==> config.mk <==
export PLATFORM = sky130hd
export DESIGN_NAME = tri_scan_sched_flat
export DESIGN_NICKNAME = d
export VERILOG_FILES = /design/src/rtl/tri_scan_sched_pkg.sv /design/src/rtl/tri_scan_sched_if.sv /design/src/rtl/tri_scan_sched_scan_counter.sv /design/src/rtl/tri_scan_sched.sv /design/src/flat_wrapper.sv
export SDC_FILE = /design/constraint.sdc
export NUM_CORES = 1
export LEC_CHECK = 0
export BUFFER_PORTS_ARGS = -buffer_cell sky130_fd_sc_hd__buf_2
export CAP_MARGIN = 10
export CORE_MARGIN = 2
export CORE_UTILIZATION = 45
export DETAILED_ROUTE_END_ITERATION = 10
export GPL_TIMING_DRIVEN = 0
export HOLD_SLACK_MARGIN = 0.05
export SKIP_LAST_GASP = 1
export SYNTH_ARGS = -nofsm -noshare
export SYNTH_HDL_FRONTEND = slang
export SYNTH_HIERARCHICAL = 1
export SYNTH_SLANG_ARGS = --single-unit
==> constraint.sdc <==
create_clock -name clk -period 6.6 [get_ports clk]
set_clock_uncertainty 0.05 [all_clocks]
set_input_delay 0.66 -clock clk [delete_from_list [all_inputs] [get_ports clk]]
set_output_delay 0.66 -clock clk [all_outputs]
set_load 0.03 [all_outputs]
==> src/rtl/tri_scan_sched_pkg.sv <==
// Shared definitions for the triangle scan scheduler: coordinate width and FSM state codes.
package tri_pkg;

   localparam int COORD_W = 3;

   typedef logic [2:0] state_t;

   localparam state_t ST_IDLE  = 3'd0;
   localparam state_t ST_LOAD1 = 3'd1;
   localparam state_t ST_LOAD2 = 3'd2;
   localparam state_t ST_ISSUE = 3'd3;
   localparam state_t ST_WAIT  = 3'd4;
   localparam state_t ST_FIN   = 3'd5;

endpackage

==> src/rtl/tri_scan_sched_if.sv <==
// Test-point / result handshake between the scan scheduler and the point-in-triangle PE.
interface tri_scan_sched_if #(
   parameter int COORD_W = tri_pkg::COORD_W
);
   logic [COORD_W-1:0] tx;
   logic [COORD_W-1:0] ty;
   logic               t_valid;
   logic               t_ready;
   logic               r_valid;
   logic               r_inside;

   modport master (output tx, ty, t_valid, input t_ready, r_valid, r_inside);
   modport slave  (input tx, ty, t_valid, output t_ready, r_valid, r_inside);
endinterface

==> src/rtl/tri_scan_sched_scan_counter.sv <==
// Bounding-box raster counter: loads the box, walks it row-major, flags the final point.
module scan_counter #(
   parameter int COORD_W = tri_pkg::COORD_W
) (
   input  logic               clk,
   input  logic               rst,
   input  logic               load,
   input  logic               adv,
   input  logic [COORD_W-1:0] xmin,
   input  logic [COORD_W-1:0] xmax,
   input  logic [COORD_W-1:0] ymin,
   input  logic [COORD_W-1:0] ymax,
   output logic [COORD_W-1:0] sx,
   output logic [COORD_W-1:0] sy,
   output logic               last
);

   logic [COORD_W-1:0] x_lo;
   logic [COORD_W-1:0] x_hi;
   logic [COORD_W-1:0] y_hi;

   assign last = (sx == x_hi) && (sy == y_hi);

   // Advancing is suppressed on the last point so a 0..7 box never wraps.
   always_ff @(posedge clk) begin
      if (rst) begin
         x_lo <= '0;
         x_hi <= '0;
         y_hi <= '0;
         sx   <= '0;
         sy   <= '0;
      end else if (load) begin
         x_lo <= xmin;
         x_hi <= xmax;
         y_hi <= ymax;
         sx   <= xmin;
         sy   <= ymin;
      end else if (adv && !last) begin
         if (sx == x_hi) begin
            sx <= x_lo;
            sy <= sy + COORD_W'(1);
         end else begin
            sx <= sx + COORD_W'(1);
         end
      end
   end

endmodule

==> src/rtl/tri_scan_sched.sv <==
// Triangle scan scheduler: captures three vertices, issues every bounding-box point to the PE,
// emits a pixel strobe for each inside result and pulses done after the last one.
//
//   state | meaning
//   IDLE  | waiting for nt, V0 captured on nt
//   LOAD1 | capture V1
//   LOAD2 | capture V2, load bounding box into scan counter
//   ISSUE | present scan point to PE
//   WAIT  | point accepted, waiting for PE result
//   FIN   | one-cycle done pulse
module tri_scan_sched #(
   parameter int COORD_W = tri_pkg::COORD_W
) (
   input  logic                  clk,
   input  logic                  rst,
   input  logic                  nt,
   input  logic [COORD_W-1:0]    xi,
   input  logic [COORD_W-1:0]    yi,
   output logic                  busy,
   tri_scan_sched_if.master      pe,
   output logic                  po,
   output logic [COORD_W-1:0]    xo,
   output logic [COORD_W-1:0]    yo,
   output logic                  done
);
   import tri_pkg::*;

   function automatic logic [COORD_W-1:0] umin(input logic [COORD_W-1:0] a, input logic [COORD_W-1:0] b);
      return (a < b) ? a : b;
   endfunction

   function automatic logic [COORD_W-1:0] umax(input logic [COORD_W-1:0] a, input logic [COORD_W-1:0] b);
      return (a > b) ? a : b;
   endfunction

   state_t             state;
   state_t             state_nxt;
   logic [COORD_W-1:0] v0x, v0y, v1x, v1y;
   logic [COORD_W-1:0] xmin, xmax, ymin, ymax;
   logic [COORD_W-1:0] sx, sy;
   logic               last;
   logic               sc_load;
   logic               sc_adv;

   // V2 is still on xi/yi during LOAD2, so the box is formed straight from the inputs.
   assign xmin = umin(umin(v0x, v1x), xi);
   assign xmax = umax(umax(v0x, v1x), xi);
   assign ymin = umin(umin(v0y, v1y), yi);
   assign ymax = umax(umax(v0y, v1y), yi);

   assign sc_load = (state == ST_LOAD2);
   assign sc_adv  = (state == ST_WAIT) && pe.r_valid;

   scan_counter #(.COORD_W(COORD_W)) u_scan (
      .clk  (clk),
      .rst  (rst),
      .load (sc_load),
      .adv  (sc_adv),
      .xmin (xmin),
      .xmax (xmax),
      .ymin (ymin),
      .ymax (ymax),
      .sx   (sx),
      .sy   (sy),
      .last (last)
   );

   always_comb begin
      state_nxt = state;
      case (state)
         ST_IDLE:  if (nt) state_nxt = ST_LOAD1;
         ST_LOAD1: state_nxt = ST_LOAD2;
         ST_LOAD2: state_nxt = ST_ISSUE;
         ST_ISSUE: if (pe.t_ready) state_nxt = ST_WAIT;
         ST_WAIT:  if (pe.r_valid) state_nxt = last ? ST_FIN : ST_ISSUE;
         ST_FIN:   state_nxt = ST_IDLE;
         default:  state_nxt = ST_IDLE;
      endcase
   end

   always_ff @(posedge clk) begin
      if (rst) begin
         state <= ST_IDLE;
         v0x   <= '0;
         v0y   <= '0;
         v1x   <= '0;
         v1y   <= '0;
      end else begin
         state <= state_nxt;
         if (state == ST_IDLE && nt) begin
            v0x <= xi;
            v0y <= yi;
         end
         if (state == ST_LOAD1) begin
            v1x <= xi;
            v1y <= yi;
         end
      end
   end

   assign pe.tx      = sx;
   assign pe.ty      = sy;
   assign pe.t_valid = (state == ST_ISSUE);

   assign po   = (state == ST_WAIT) && pe.r_valid && pe.r_inside;
   assign xo   = po ? sx : '0;
   assign yo   = po ? sy : '0;
   assign busy = (state != ST_IDLE);
   assign done = (state == ST_FIN);

endmodule

==> src/flat_wrapper.sv <==
// flat-port wrapper written by rule: the top's interface ports become plain ports
module tri_scan_sched_flat import tri_pkg::*;
#(
   parameter int COORD_W = tri_pkg::COORD_W
)
  (clk, rst, nt, xi, yi, busy, po, xo, yo, done, pe_tx, pe_ty, pe_t_valid, pe_t_ready, pe_r_valid, pe_r_inside);
  tri_scan_sched_if #(.COORD_W(COORD_W)) pe_i ();
  input  logic clk;
  input  logic rst;
  input  logic nt;
  input  logic [COORD_W-1:0] xi;
  input  logic [COORD_W-1:0] yi;
  output logic busy;
  output logic po;
  output logic [COORD_W-1:0] xo;
  output logic [COORD_W-1:0] yo;
  output logic done;
  output wire logic [$bits(pe_i.tx)-1:0] pe_tx;
  output wire logic [$bits(pe_i.ty)-1:0] pe_ty;
  output wire logic [$bits(pe_i.t_valid)-1:0] pe_t_valid;
  input wire logic [$bits(pe_i.t_ready)-1:0] pe_t_ready;
  input wire logic [$bits(pe_i.r_valid)-1:0] pe_r_valid;
  input wire logic [$bits(pe_i.r_inside)-1:0] pe_r_inside;
  assign pe_tx = pe_i.tx;
  assign pe_ty = pe_i.ty;
  assign pe_t_valid = pe_i.t_valid;
  assign pe_i.t_ready = pe_t_ready;
  assign pe_i.r_valid = pe_r_valid;
  assign pe_i.r_inside = pe_r_inside;
  tri_scan_sched #(.COORD_W(COORD_W)) u_core (.clk(clk), .rst(rst), .nt(nt), .xi(xi), .yi(yi), .busy(busy), .pe(pe_i), .po(po), .xo(xo), .yo(yo), .done(done));
endmodule
==> run summary, run 1 <==
## GRT
• aggregate global routing overflow: 0
• largest net degree at the start of global routing: 12
• number of antenna violations at the first check in global routing: 0
• first-pass GRT wire length: 7370 um
• via count of the first global-routing pass: 1585
• GRT Total Usage: 0.174

## Worst hold path
• worst min-delay path startpoint: u_core/u_scan/x_lo[2]$_SDFFE_PP0P_
• number of cells on the worst hold path: 2
• class of the worst hold path: reg -> reg

## STA
• Final Hold Fails: 0
• final number of setup-violating endpoints: 0
• max_slew headroom: 0.555
• transition time at the pin with the least slew margin: 0.664 ns
• Final Slew Violations: 0
• unrepaired setup endpoints after global routing: false
• crit path setup slack, layout: 3.40 ns
• final period demand of the worst path: 3.20 ns
• summed negative setup slack over all endpoints: 0 ns
• Final Cycle Share: 0.485
• highest achievable clock rate: 312 MHz

## Synthesis
• most used standard cell by instance count after synthesis: sky130_fd_sc_hd__nor2_1
• post-synthesis cell type with the largest combined area: sky130_fd_sc_hd__dfxtp_1
• most used standard cells in the synthesized netlist: 37 x sky130_fd_sc_hd__nor2_1, 30 x sky130_fd_sc_hd__dfxtp_1, 24 x sky130_fd_sc_hd__mux2i_1, 18 x sky130_fd_sc_hd__ha_1, 17 x sky130_fd_sc_hd__inv_1
• async set or reset register ratio after synthesis: 0
• area of the mapped netlist: 0.00217 mm^2
• distinct cell type count after synthesis: 44
• Post-synth EDFFs: 0
• Ys Warns: 6
• predominant post-synthesis flop cell: sky130_fd_sc_hd__dfxtp_1
• Synthesized Nets: 272
• number of cells produced by synthesis: 242
• fraction of the yosys area taken by sequential cells: 0.277
• fraction of post-synthesis cell area in the top cell type by area: 0.277
• synthesis-stage register bit count: 30
• average cell area after synthesis: 8.97 um^2
• biggest area contributors in the synthesized netlist: sky130_fd_sc_hd__dfxtp_1 28%, sky130_fd_sc_hd__mux2i_1 11%, sky130_fd_sc_hd__ha_1 10%, sky130_fd_sc_hd__nor2_1 6.4%, sky130_fd_sc_hd__mux2_2 5.2%

## Job
• total of max-cap violations: 0

## Placement
• setup slack at placement: 3.44 ns
• count of input and output buffers: 27
• placed cell areas: 0.00237 mm^2
• post-detailed-placement half-perimeter wirelength: 3350 um
• weighted congestion reported at the end of routability-driven placement: 0.799

## Power and ir drop
• NetSw: 0.000202 W
• worst ir drop on vdd: 124 uV
• internal power: 0.000375 W
• Pwr Density: 234 mW/mm^2
• switching share of power: 0.350
• power share of the sequential group: 0.363
• Clk network pwr share: 0.270
• leakage dissipation: 1.18 nW
• Comb pwr share: 0.367

## Drt
• number of routed nets with antenna violations: 0
• via density per instance: 5.31
• Vias: 1759
• first-pass iteration count of the detailed router: 4
• Routed Wire Length: 4330 um
• number of DRC violations after detailed routing: 0
• average wire per cell in the routed design: 13.1 um
• drt initial violations: 38

## Critical path
• CP Data Arrival Time: 3.31 ns
• peak fanout along the critical path: 3
• CP required: 6.71 ns
• category of the worst setup path capture point: flip-flop
• cell depth of the worst flop-to-flop path: 12
• startpoint type of the worst setup path: flip-flop
• kind of critical path: reg -> reg
• crit path from: u_core/v1y[2]$_SDFFE_PP0P_
• R2R Path Start: u_core/v1y[2]$_SDFFE_PP0P_

## Clock tree
• root buffer cell: sky130_fd_sc_hd__clkbuf_8
• clock sink count: 30
• clock latency reported for the late side of the worst-skew pair: 0.28 ns
• Gates resized, CTS repair: 0
• total CTS buffers: 5
• post-CTS repair timing setup buffer count: 0
• hold bufs inserted after CTS: 0
• number of levels the H-tree was split into: 2
• clock-pin transition on the worst setup and hold timing paths: 0.07 ns
• clock tree from TritonCTS: yes
• maximum root-to-sink buffer count: 2

## Outcome
• outcome: finished clean

## Final layout
• ANT cells: 0
• number of fill cells: 451
• Post-Layout Inst Area: 0.00247 mm^2
• Area growth syn-to-layout: 13.7%
• proportion of layout cells with a drive suffix above 1: 0.242
• net count reported at finish: 306

## Die
• placeable core area: 0.00469 mm^2
• Die Y-Extent: 73.4 um
• site row count: 25
• number of top-level pins: 28
• die outline area: 0.00539 mm^2
• starting utilization of the core area: 0.462
• die span in x: 73.4 um

[cell type report]
class                      count  area, um^2  area share
tap                           54        67.6      0.0274
inverter                      18        67.6      0.0274
clock buffer                   6        82.6      0.0335
clock inverter                 2        12.5     0.00507
buffer                         8        42.5      0.0172
sequential                    30         601       0.243
multi-input combinational    186        1460       0.591
timing repair buffer          27         135      0.0548
[cell usage in the layout (no fill, tap or decap), types with 2 or more instances in the layout]
master	netlist	final
sky130_fd_sc_hd__nand3b_2	2	2
sky130_fd_sc_hd__xor2_1	4	4
sky130_fd_sc_hd__mux2_4	5	5
sky130_fd_sc_hd__buf_2	1	28
sky130_fd_sc_hd__a21oi_1	11	11
sky130_fd_sc_hd__nor2_1	37	37
sky130_fd_sc_hd__clkbuf_1	4	4
sky130_fd_sc_hd__or4_1	2	2
sky130_fd_sc_hd__nor2b_1	3	3
sky130_fd_sc_hd__inv_1	17	17
sky130_fd_sc_hd__and3_1	9	9
sky130_fd_sc_hd__mux2_2	10	10
sky130_fd_sc_hd__clkbuf_8	0	6
sky130_fd_sc_hd__a2111o_1	2	2
sky130_fd_sc_hd__a21o_1	2	2
sky130_fd_sc_hd__o21ai_0	6	6
sky130_fd_sc_hd__nand2_1	10	10
sky130_fd_sc_hd__ha_1	18	18
sky130_fd_sc_hd__nand2b_1	3	3
sky130_fd_sc_hd__a211oi_1	3	3
sky130_fd_sc_hd__o32ai_1	2	2
sky130_fd_sc_hd__mux2i_1	24	24
sky130_fd_sc_hd__o211ai_2	2	2
sky130_fd_sc_hd__nand3_1	4	4
sky130_fd_sc_hd__nor3_1	3	3
sky130_fd_sc_hd__nand2_2	2	2
sky130_fd_sc_hd__dfxtp_1	30	30
sky130_fd_sc_hd__xnor2_1	5	5
sky130_fd_sc_hd__a32oi_1	5	5
[layer usage]
metal  wire length, um  up-vias  track usage
met1              2230      790        0.243
met4                25        0       0.0343
met5                 0        -            0
met3               207        4       0.0466
li1                  -      930            -
met2              1860       35        0.271
[worst paths after layout]
path | to | slack (ns)
max | u_core/u_scan/y_hi[1]$_SDFFE_PP0P_ | 3.40
min | u_core/u_scan/x_lo[2]$_SDFFE_PP0P_ | 0.44
max reg2reg | u_core/u_scan/y_hi[1]$_SDFFE_PP0P_ | 3.40
min reg2reg | u_core/u_scan/x_lo[2]$_SDFFE_PP0P_ | 0.44
[kinds of logic after synthesis]
group                      after synthesis  synth area share
DFF                                     30             0.277
and+or+nand+nor                         82             0.204
muxes                                   39             0.197
buffers and inverters                   26            0.0507
xor gates and xnor gates                 9            0.0363
adders and majority gates               18             0.104
AOI/OAI and AO/OA                       38             0.131
[flip-flops by register name (all words and copies together), names as in the netlist]
signal and flops:
u_core/u_scan/sy 3, u_core/v1y 3, u_core/v1x 3, u_core/v0x 3
u_core/u_scan/x_lo 3, u_core/u_scan/y_hi 3, u_core/u_scan/x_hi 3, u_core/v0y 3
u_core/state 3, u_core/u_scan/sx 3
[critical path, cell delays in order, from the launching register on]
cell and delay [ns]:
sky130_fd_sc_hd__dfxtp_1 0.35, sky130_fd_sc_hd__inv_1 0.06, sky130_fd_sc_hd__ha_1 0.39, sky130_fd_sc_hd__nand3b_2 0.14, sky130_fd_sc_hd__a32oi_1 0.32, sky130_fd_sc_hd__mux2_2 0.40, sky130_fd_sc_hd__ha_1 0.29, sky130_fd_sc_hd__nor2b_1 0.12
sky130_fd_sc_hd__o21ai_0 0.07, sky130_fd_sc_hd__a32oi_1 0.32, sky130_fd_sc_hd__mux2_2 0.38, sky130_fd_sc_hd__mux2i_1 0.13, sky130_fd_sc_hd__nor2_1 0.05
[power by group through the flow]
stage	logic (W)	registers, W	clock network [W]
6_report	0.000212	0.000209	0.000156
5_1_grt	0.000237	0.000211	0.000171
4_1_cts	0.000213	0.000209	0.000163
3_5_place_dp	0.000212	0.000213	0
3_3_place_gp	0.000211	0.000213	0
2_1_floorplan	0.000164	0.000217	0
[stage by stage]
stage	power, W	instances	util	hold slack (ns)
floorplan	0.000382	242	-	0.403
global placement	0.000423	323	0.506	0.417
detailed placement	0.000425	323	0.506	0.424
CTS	0.000585	331	0.526	0.437
global route	0.000619	331	0.526	0.444
finish	0.000577	331	0.526	0.437
No activity file was read; power rests on OpenSTA's default activity.
==> run 2, diff against run 1 <==
- clock period: 6.6 -> 3.1 ns (I/O delays scaled with it)
==> run 2 against run 1 <==
Compared with the run above: first-iteration DRC count fell by 11%; sequential share of layout area shrank 1.4 points; maximum frequency increased by 6.3%; non-clock buffer count up 5; final cell count is 1.5% higher; worst hold slack lost 0.19 ns; utilization increased by 3.8 points; wire length increased by 8.1%; via count up 1.6%; worst setup slack got worse by 3.3 ns; cell area grew 7.3%; critical path depth unchanged; critical path type unchanged; largest cell class unchanged.
==> run summary, run 2 (synthesis gave the netlist of run 1 again) <==
## Outcome
• outcome: finished clean

## STA
• max_slew headroom: 0.543, -0.0126
• final number of setup-violating endpoints: 0, unchanged
• final period demand of the worst path: 3.02 ns, -0.189 ns
• highest achievable clock rate: 332 MHz, +6.3%
• crit path setup slack, layout: 0.0843 ns, -3.31 ns
• Final Hold Fails: 0, unchanged
• Final Slew Violations: 0, unchanged
• WHS: 0.243 ns, -0.194 ns
• transition time at the pin with the least slew margin: 0.683 ns, +0.0188 ns
• summed negative setup slack over all endpoints: 0 ns, unchanged
• Final Cycle Share: 0.973, +0.487

## Worst hold path
• class of the worst hold path: in -> reg
• worst min-delay path startpoint: pe_t_ready
• number of cells on the worst hold path: 3, +1
• hold worst-path end: u_core/state[2]$_SDFFE_PP0P_

## GRT
• via count of the first global-routing pass: 1606, +1.3%
• number of antenna violations at the first check in global routing: 0, unchanged
• GRT Total Usage: 0.177, +0.00317
• aggregate global routing overflow: 0, unchanged
• largest net degree at the start of global routing: 12, unchanged
• first-pass GRT wire length: 7500 um, +1.8%

## Critical path
• R2R Path Start: u_core/v1x[2]$_SDFFE_PP0P_
• reg-to-reg slack, setup: 0.08 ns, -3.31 ns
• WP buf/inv: 1, unchanged
• peak fanout along the critical path: 4, +1
• Critical Path, Cell by Cell: inv_1 -> ha_4 -> a21oi_4 -> nand2_4 -> mux2_4 -> ha_1 -> a21o_1 -> a2111o_1 -> o211ai_2 -> mux2i_2 -> nor2_1 -> o32ai_2
• largest incremental delay on the critical path: 0.39 ns, about the same
• CP Data Arrival Time: 3.16 ns, -0.15 ns
• destination of the worst register-to-register timing path: u_core/u_scan/sx[0]$_SDFFE_PP0P_
• Slowest cell on crit path: sky130_fd_sc_hd__a2111o_1
• CP required: 3.25 ns, -3.46 ns
• startpoint type of the worst setup path: flip-flop
• kind of cell adding the most delay to the critical path: compound AO/OA/AOI/OAI gates
• cell depth of the worst flop-to-flop path: 12, unchanged
• kind of critical path: reg -> reg
• category of the worst setup path capture point: flip-flop

## Clock tree
• clock sink count: 30, unchanged
• clock latency reported for the late side of the worst-skew pair: 0.28 ns, about the same
• root buffer cell: sky130_fd_sc_hd__clkbuf_8
• hold bufs inserted after CTS: 0, unchanged
• total CTS buffers: 5, unchanged
• maximum root-to-sink buffer count: 2, unchanged
• clock tree from TritonCTS: yes
• number of levels the H-tree was split into: 2, unchanged
• clock-pin transition on the worst setup and hold timing paths: 0.07 ns, about the same

## Drt
• first-pass iteration count of the detailed router: 6, +2
• average wire per cell in the routed design: 13.9 um, +6.5%
• number of DRC violations after detailed routing: 0, unchanged
• Routed Wire Length: 4680 um, +8.1%
• drt initial violations: 34, -11%
• Vias: 1788, +1.6%
• number of routed nets with antenna violations: 0, unchanged
• via density per instance: 5.32, +0.14%

## Final layout
• proportion of layout cells with a drive suffix above 1: 0.309, +0.0666
• commonest non-fill, non-tap cell in the layout: sky130_fd_sc_hd__nor2_1
• net count reported at finish: 311, +1.6%
• Post-Layout Inst Area: 0.00265 mm^2, +7.3%
• ANT cells: 0, unchanged
• Area growth syn-to-layout: 22.0%
• commonest cells after routing, fill and taps aside: 37 x sky130_fd_sc_hd__nor2_1, 28 x sky130_fd_sc_hd__buf_2, 25 x sky130_fd_sc_hd__dfxtp_1

## Placement
• setup slack at placement: -0.0604 ns, -3.50 ns
• count of input and output buffers: 27, unchanged
• placed cell areas: 0.00237 mm^2, unchanged
• weighted congestion reported at the end of routability-driven placement: 0.799, unchanged
• post-detailed-placement half-perimeter wirelength: 3350 um, unchanged

## Die
• starting utilization of the core area: 0.462, unchanged
• die outline area: 0.00539 mm^2, unchanged
• placeable core area: 0.00469 mm^2, unchanged
• Die Y-Extent: 73.4 um, unchanged
• die span in x: 73.4 um, unchanged
• site row count: 25, unchanged
• number of top-level pins: 28, unchanged

## Power and ir drop
• leakage dissipation: 1.22 nW, +3.9%
• worst ir drop on vdd: 263 uV, +110%
• final total power: 0.00132 W, +130%
• Pwr Density: 498 mW/mm^2, +110%

## Job
• total of max-cap violations: 0, unchanged

==> run 2: cell types whose count changed in the layout (fill, tap and decap cells not counted), sizes merged <==
cell	delta
buf	+5
==> run 2: worst max path at each step <==
stage	slack (ns)	end	cells after the start	start
after detailed placement	-0.06	u_core/u_scan/y_hi[1]$_SDFFE_PP0P_	12	u_core/v1y[2]$_SDFFE_PP0P_
after CTS	0.00002	u_core/u_scan/y_hi[1]$_SDFFE_PP0P_	12	u_core/v1y[2]$_SDFFE_PP0P_
final	0.08	u_core/u_scan/sx[0]$_SDFFE_PP0P_	12	u_core/v1x[2]$_SDFFE_PP0P_
after global routing	-0.06	u_core/u_scan/sx[0]$_SDFFE_PP0P_	12	u_core/v1x[2]$_SDFFE_PP0P_
after global placement	-0.03	u_core/u_scan/y_hi[1]$_SDFFE_PP0P_	12	u_core/v1y[2]$_SDFFE_PP0P_
after floorplan	0.22	u_core/u_scan/sx[1]$_SDFFE_PP0P_	11	u_core/v1x[2]$_SDFFE_PP0P_
==> run 2: through the flow <==
stage,util,instances
global placement,0.506,323
detailed placement,0.506,323
finish,0.564,336
CTS,0.532,331
floorplan,-,242
global route,0.564,336
==> run 2: cell type report <==
| class | count | area, um^2 |
|---|---|---|
| tap | 54 | 67.6 |
| clock buffer | 6 | 82.6 |
| buffer | 8 | 42.5 |
| timing repair buffer | 32 | 173 |
| clock inverter | 2 | 12.5 |
| sequential | 30 | 607 |
| multi-input combinational | 186 | 1590 |
| inverter | 18 | 67.6 |
| fill | 422 | 2050 |
==> run 2: power breakdown <==
| part | internal, W | leakage, nW | switching, W |
|---|---|---|---|
| clock network | 0.000178 | 0.0472 | 0.000156 |
| registers | 0.000418 | 0.247 | 0.0000305 |
| logic | 0.000257 | 0.926 | 0.000280 |
| total | 0.000853 | 1.22 | 0.000466 |
==> run 2: worst register-to-register path: stages, from the launching register on <==
cell,delay [ns]
sky130_fd_sc_hd__dfxtp_2,0.33
sky130_fd_sc_hd__inv_1,0.11
sky130_fd_sc_hd__ha_4,0.24
sky130_fd_sc_hd__a21oi_4,0.27
sky130_fd_sc_hd__nand2_4,0.11
sky130_fd_sc_hd__mux2_4,0.31
sky130_fd_sc_hd__ha_1,0.20
sky130_fd_sc_hd__a21o_1,0.18
sky130_fd_sc_hd__a2111o_1,0.39
sky130_fd_sc_hd__o211ai_2,0.12
sky130_fd_sc_hd__mux2i_2,0.28
sky130_fd_sc_hd__nor2_1,0.08
sky130_fd_sc_hd__o32ai_2,0.25
==> run 2: layer usage <==
layer / GRT usage / vias up / part of all wire
li1: - / 939 / -
met1: 0.247 / 818 / 0.51
met3: 0.0466 / 4 / 0.033
met5: 0 / - / 0
met4: 0.0343 / 0 / 0.0053
met2: 0.277 / 27 / 0.46
==> run 2: repair_timing <==
item	in CTS	in global routing
gates resized for setup	5	20
setup endpoints to repair	3	12
buffers inserted	0	5
pin swaps	1	6
==> run 3, diff against run 2 <==
- PLACE_DENSITY: not set -> 0.67
- clock period: 3.1 -> 2.7 ns (I/O delays scaled with it)
==> run 3 against run 2 <==
Compared with the run above: the flow now finishes with violations (setup timing); utilization increased by 4.7 points; maximum frequency increased by 8.6%; cell area increased by 8.4%; non-clock buffer count increased by 15; wire length increased by 5.0%; clock-buffer cell count decreased by 1; final cell count increased by 4.2%; sequential share of layout area decreased by 1.4 points; first-iteration DRC count increased by 50%; power increased by 19%; critical endpoint unchanged.
==> run summary, run 3 (synthesis gave the netlist of run 1 again) <==
## STA
• max_slew headroom: 0.567, +0.0243
• Final Slew Violations: 0, unchanged
• transition time at the pin with the least slew margin: 0.647 ns, -0.0363 ns
• crit path setup slack, layout: -0.0766 ns, -0.161 ns
• Final Hold Fails: 0, unchanged
• final period demand of the worst path: 2.78 ns, -0.239 ns
• highest achievable clock rate: 360 MHz, +8.6%
• unrepaired setup endpoints after global routing: true
• final number of setup-violating endpoints: 12, +12
• WHS: 0.212 ns, -0.0308 ns
• Final Cycle Share: 1.03, +0.0556

## Clock tree
• total CTS buffers: 5, unchanged
• number of levels the H-tree was split into: 2, unchanged
• root buffer cell: sky130_fd_sc_hd__clkbuf_8
• clock sink count: 30, unchanged
• clock latency reported for the late side of the worst-skew pair: 0.27 ns, about the same
• maximum root-to-sink buffer count: 2, unchanged
• clock-pin transition on the worst setup and hold timing paths: 0.06 ns, about the same
• clock tree from TritonCTS: yes

## Drt
• via density per instance: 5.25, -1.4%
• drt initial violations: 51, +50%
• number of DRC violations after detailed routing: 0, unchanged
• first-pass iteration count of the detailed router: 4, -2
• total routed wire length on the met1 layer: 2380 um, +0.68%
• highest metal layer used by the detailed router: met4
• Routed Wire Length: 4910 um, +5.0%
• detailed route wirelength on metal2: 2370 um, +11%
• number of routed nets with antenna violations: 0, unchanged
• Routed met3 length: 114 um, -26%
• Vias: 1837, +2.7%
• average wire per cell in the routed design: 14.0 um, +0.84%

## GRT
• GRT Total Usage: 0.192, +0.0144
• aggregate global routing overflow: 0, unchanged
• largest net degree at the start of global routing: 12, unchanged
• via count of the first global-routing pass: 1696, +5.6%
• first-pass GRT wire length: 7850 um, +4.7%
• number of antenna violations at the first check in global routing: 0, unchanged

## Critical path
• category of the worst setup path capture point: flip-flop
• CP Data Arrival Time: 2.91 ns, -0.25 ns
• startpoint type of the worst setup path: flip-flop
• peak fanout along the critical path: 4, unchanged
• kind of critical path: reg -> reg
• CP required: 2.83 ns, -0.42 ns

## Final layout
• Area growth syn-to-layout: 32.2%
• final instance count without filler cells: 350, +4.2%
• commonest non-fill, non-tap cell in the layout: sky130_fd_sc_hd__nor2_1
• commonest cells after routing, fill and taps aside: 36 x sky130_fd_sc_hd__nor2_1, 28 x sky130_fd_sc_hd__buf_2, 21 x sky130_fd_sc_hd__mux2i_1, 21 x sky130_fd_sc_hd__dfxtp_1, 20 x sky130_fd_sc_hd__buf_4
• net count reported at finish: 326, +4.8%
• proportion of layout cells with a drive suffix above 1: 0.409, +0.100
• number of fill cells: 404, -4.3%
• ANT cells: 0, unchanged

## Die
• die outline area: 0.00539 mm^2, unchanged
• site row count: 25, unchanged
• placeable core area: 0.00469 mm^2, unchanged
• starting utilization of the core area: 0.462, unchanged
• Die Y-Extent: 73.4 um, unchanged
• die span in x: 73.4 um, unchanged
• number of top-level pins: 28, unchanged

## Power and ir drop
• switching share of power: 0.349, -0.00472
• Clk network pwr share: 0.210, -0.043
• NetSw: 0.000546 W, +17%
• worst ir drop on vdd: 263 uV, -0.19%
• Comb pwr share: 0.460, +0.053
• Pwr Density: 545 mW/mm^2, +9.4%
• internal power: 0.00102 W, +19%
• power share of the sequential group: 0.329, -0.011
• leakage dissipation: 1.31 nW, +7.5%

## Placement
• post-detailed-placement half-perimeter wirelength: 3510 um, +4.7%
• count of input and output buffers: 27, unchanged
• placed cell count: 323, unchanged
• weighted congestion reported at the end of routability-driven placement: 0.765, -4.2%

## Outcome
• outcome: finished, violations left
• violations in the final reports: setup timing

## Worst hold path
• class of the worst hold path: in -> reg

## Job
• total of max-cap violations: 0, unchanged

[run 3: path summary, 6_finish.rpt]
path	slack [ns]	endpoint	start	depth (start not counted)
hold / removal	0.21	u_core/v0y[2]$_SDFFE_PP0P_	rst	2
hold reg to reg	0.43	u_core/u_scan/x_lo[2]$_SDFFE_PP0P_	u_core/u_scan/x_lo[2]$_SDFFE_PP0P_	2
setup / recovery	-0.08	u_core/u_scan/sx[0]$_SDFFE_PP0P_	u_core/v1x[2]$_SDFFE_PP0P_	12
setup reg to reg	-0.08	u_core/u_scan/sx[0]$_SDFFE_PP0P_	u_core/v1x[2]$_SDFFE_PP0P_	12
[run 3: area by class of cell]
| type | count | area, um^2 | area share |
|---|---|---|---|
| multi-input combinational | 186 | 1710 | 0.595 |
| sequential | 30 | 617 | 0.215 |
| timing repair buffer | 47 | 289 | 0.101 |
| clock buffer | 5 | 68.8 | 0.0240 |
| inverter | 18 | 67.6 | 0.0235 |
| tap | 54 | 67.6 | 0.0235 |
| buffer | 8 | 42.5 | 0.0148 |
| clock inverter | 2 | 10.0 | 0.00349 |
[run 3: through the flow]
stage / total power (W) / setup slack, ns / area [um^2] / TNS (ns) / util
after floorplan: 0.000991 / 0.000546 / 2320 / 0 / -
after global placement: 0.00110 / -0.247 / 2530 / -1.53 / 0.538
after detailed placement: 0.00110 / -0.303 / 2530 / -1.93 / 0.538
after CTS: 0.00155 / -0.0830 / 2840 / -0.545 / 0.604
after global routing: 0.00167 / -0.197 / 2870 / -2.01 / 0.611
final: 0.00156 / -0.0766 / 2870 / -0.667 / 0.611
[run 3: layer usage]
layer	vias up	GRT usage
li1	972	-
met1	828	0.248
met2	31	0.310
met3	6	0.0370
met4	0	0.0828
met5	-	0
[run 3: timing repair]
| action | 4_1_cts | 5_1_grt |
|---|---|---|
| gates resized for setup | 24 | 4 |
| pin swaps | 21 | 6 |
| hold buffers | 0 | 0 |
| buffers inserted | 17 | 3 |
| setup endpoints to repair | 12 | 12 |
| cloned | 0 | 0 |
[run 3: worst max-delay path, stage by stage, from the launching register on]
cell and delay, ns:
sky130_fd_sc_hd__dfxtp_2 0.34, sky130_fd_sc_hd__inv_2 0.05, sky130_fd_sc_hd__ha_4 0.24, sky130_fd_sc_hd__a21oi_4 0.24
sky130_fd_sc_hd__nand2_4 0.07, sky130_fd_sc_hd__mux2_4 0.33, sky130_fd_sc_hd__ha_4 0.16, sky130_fd_sc_hd__a21o_1 0.17
sky130_fd_sc_hd__a2111o_1 0.35, sky130_fd_sc_hd__o211ai_2 0.11, sky130_fd_sc_hd__mux2i_2 0.30, sky130_fd_sc_hd__nor2_1 0.06
sky130_fd_sc_hd__o32ai_1 0.21
[run 3: power groups by stage]
stage,Combinational [W],Sequential [W],Clock (W)
detailed placement,0.000576,0.000526,0
floorplan,0.000457,0.000535,0
global placement,0.000573,0.000525,0
finish,0.000720,0.000515,0.000329
CTS,0.000696,0.000514,0.000344
global route,0.000779,0.000520,0.000368
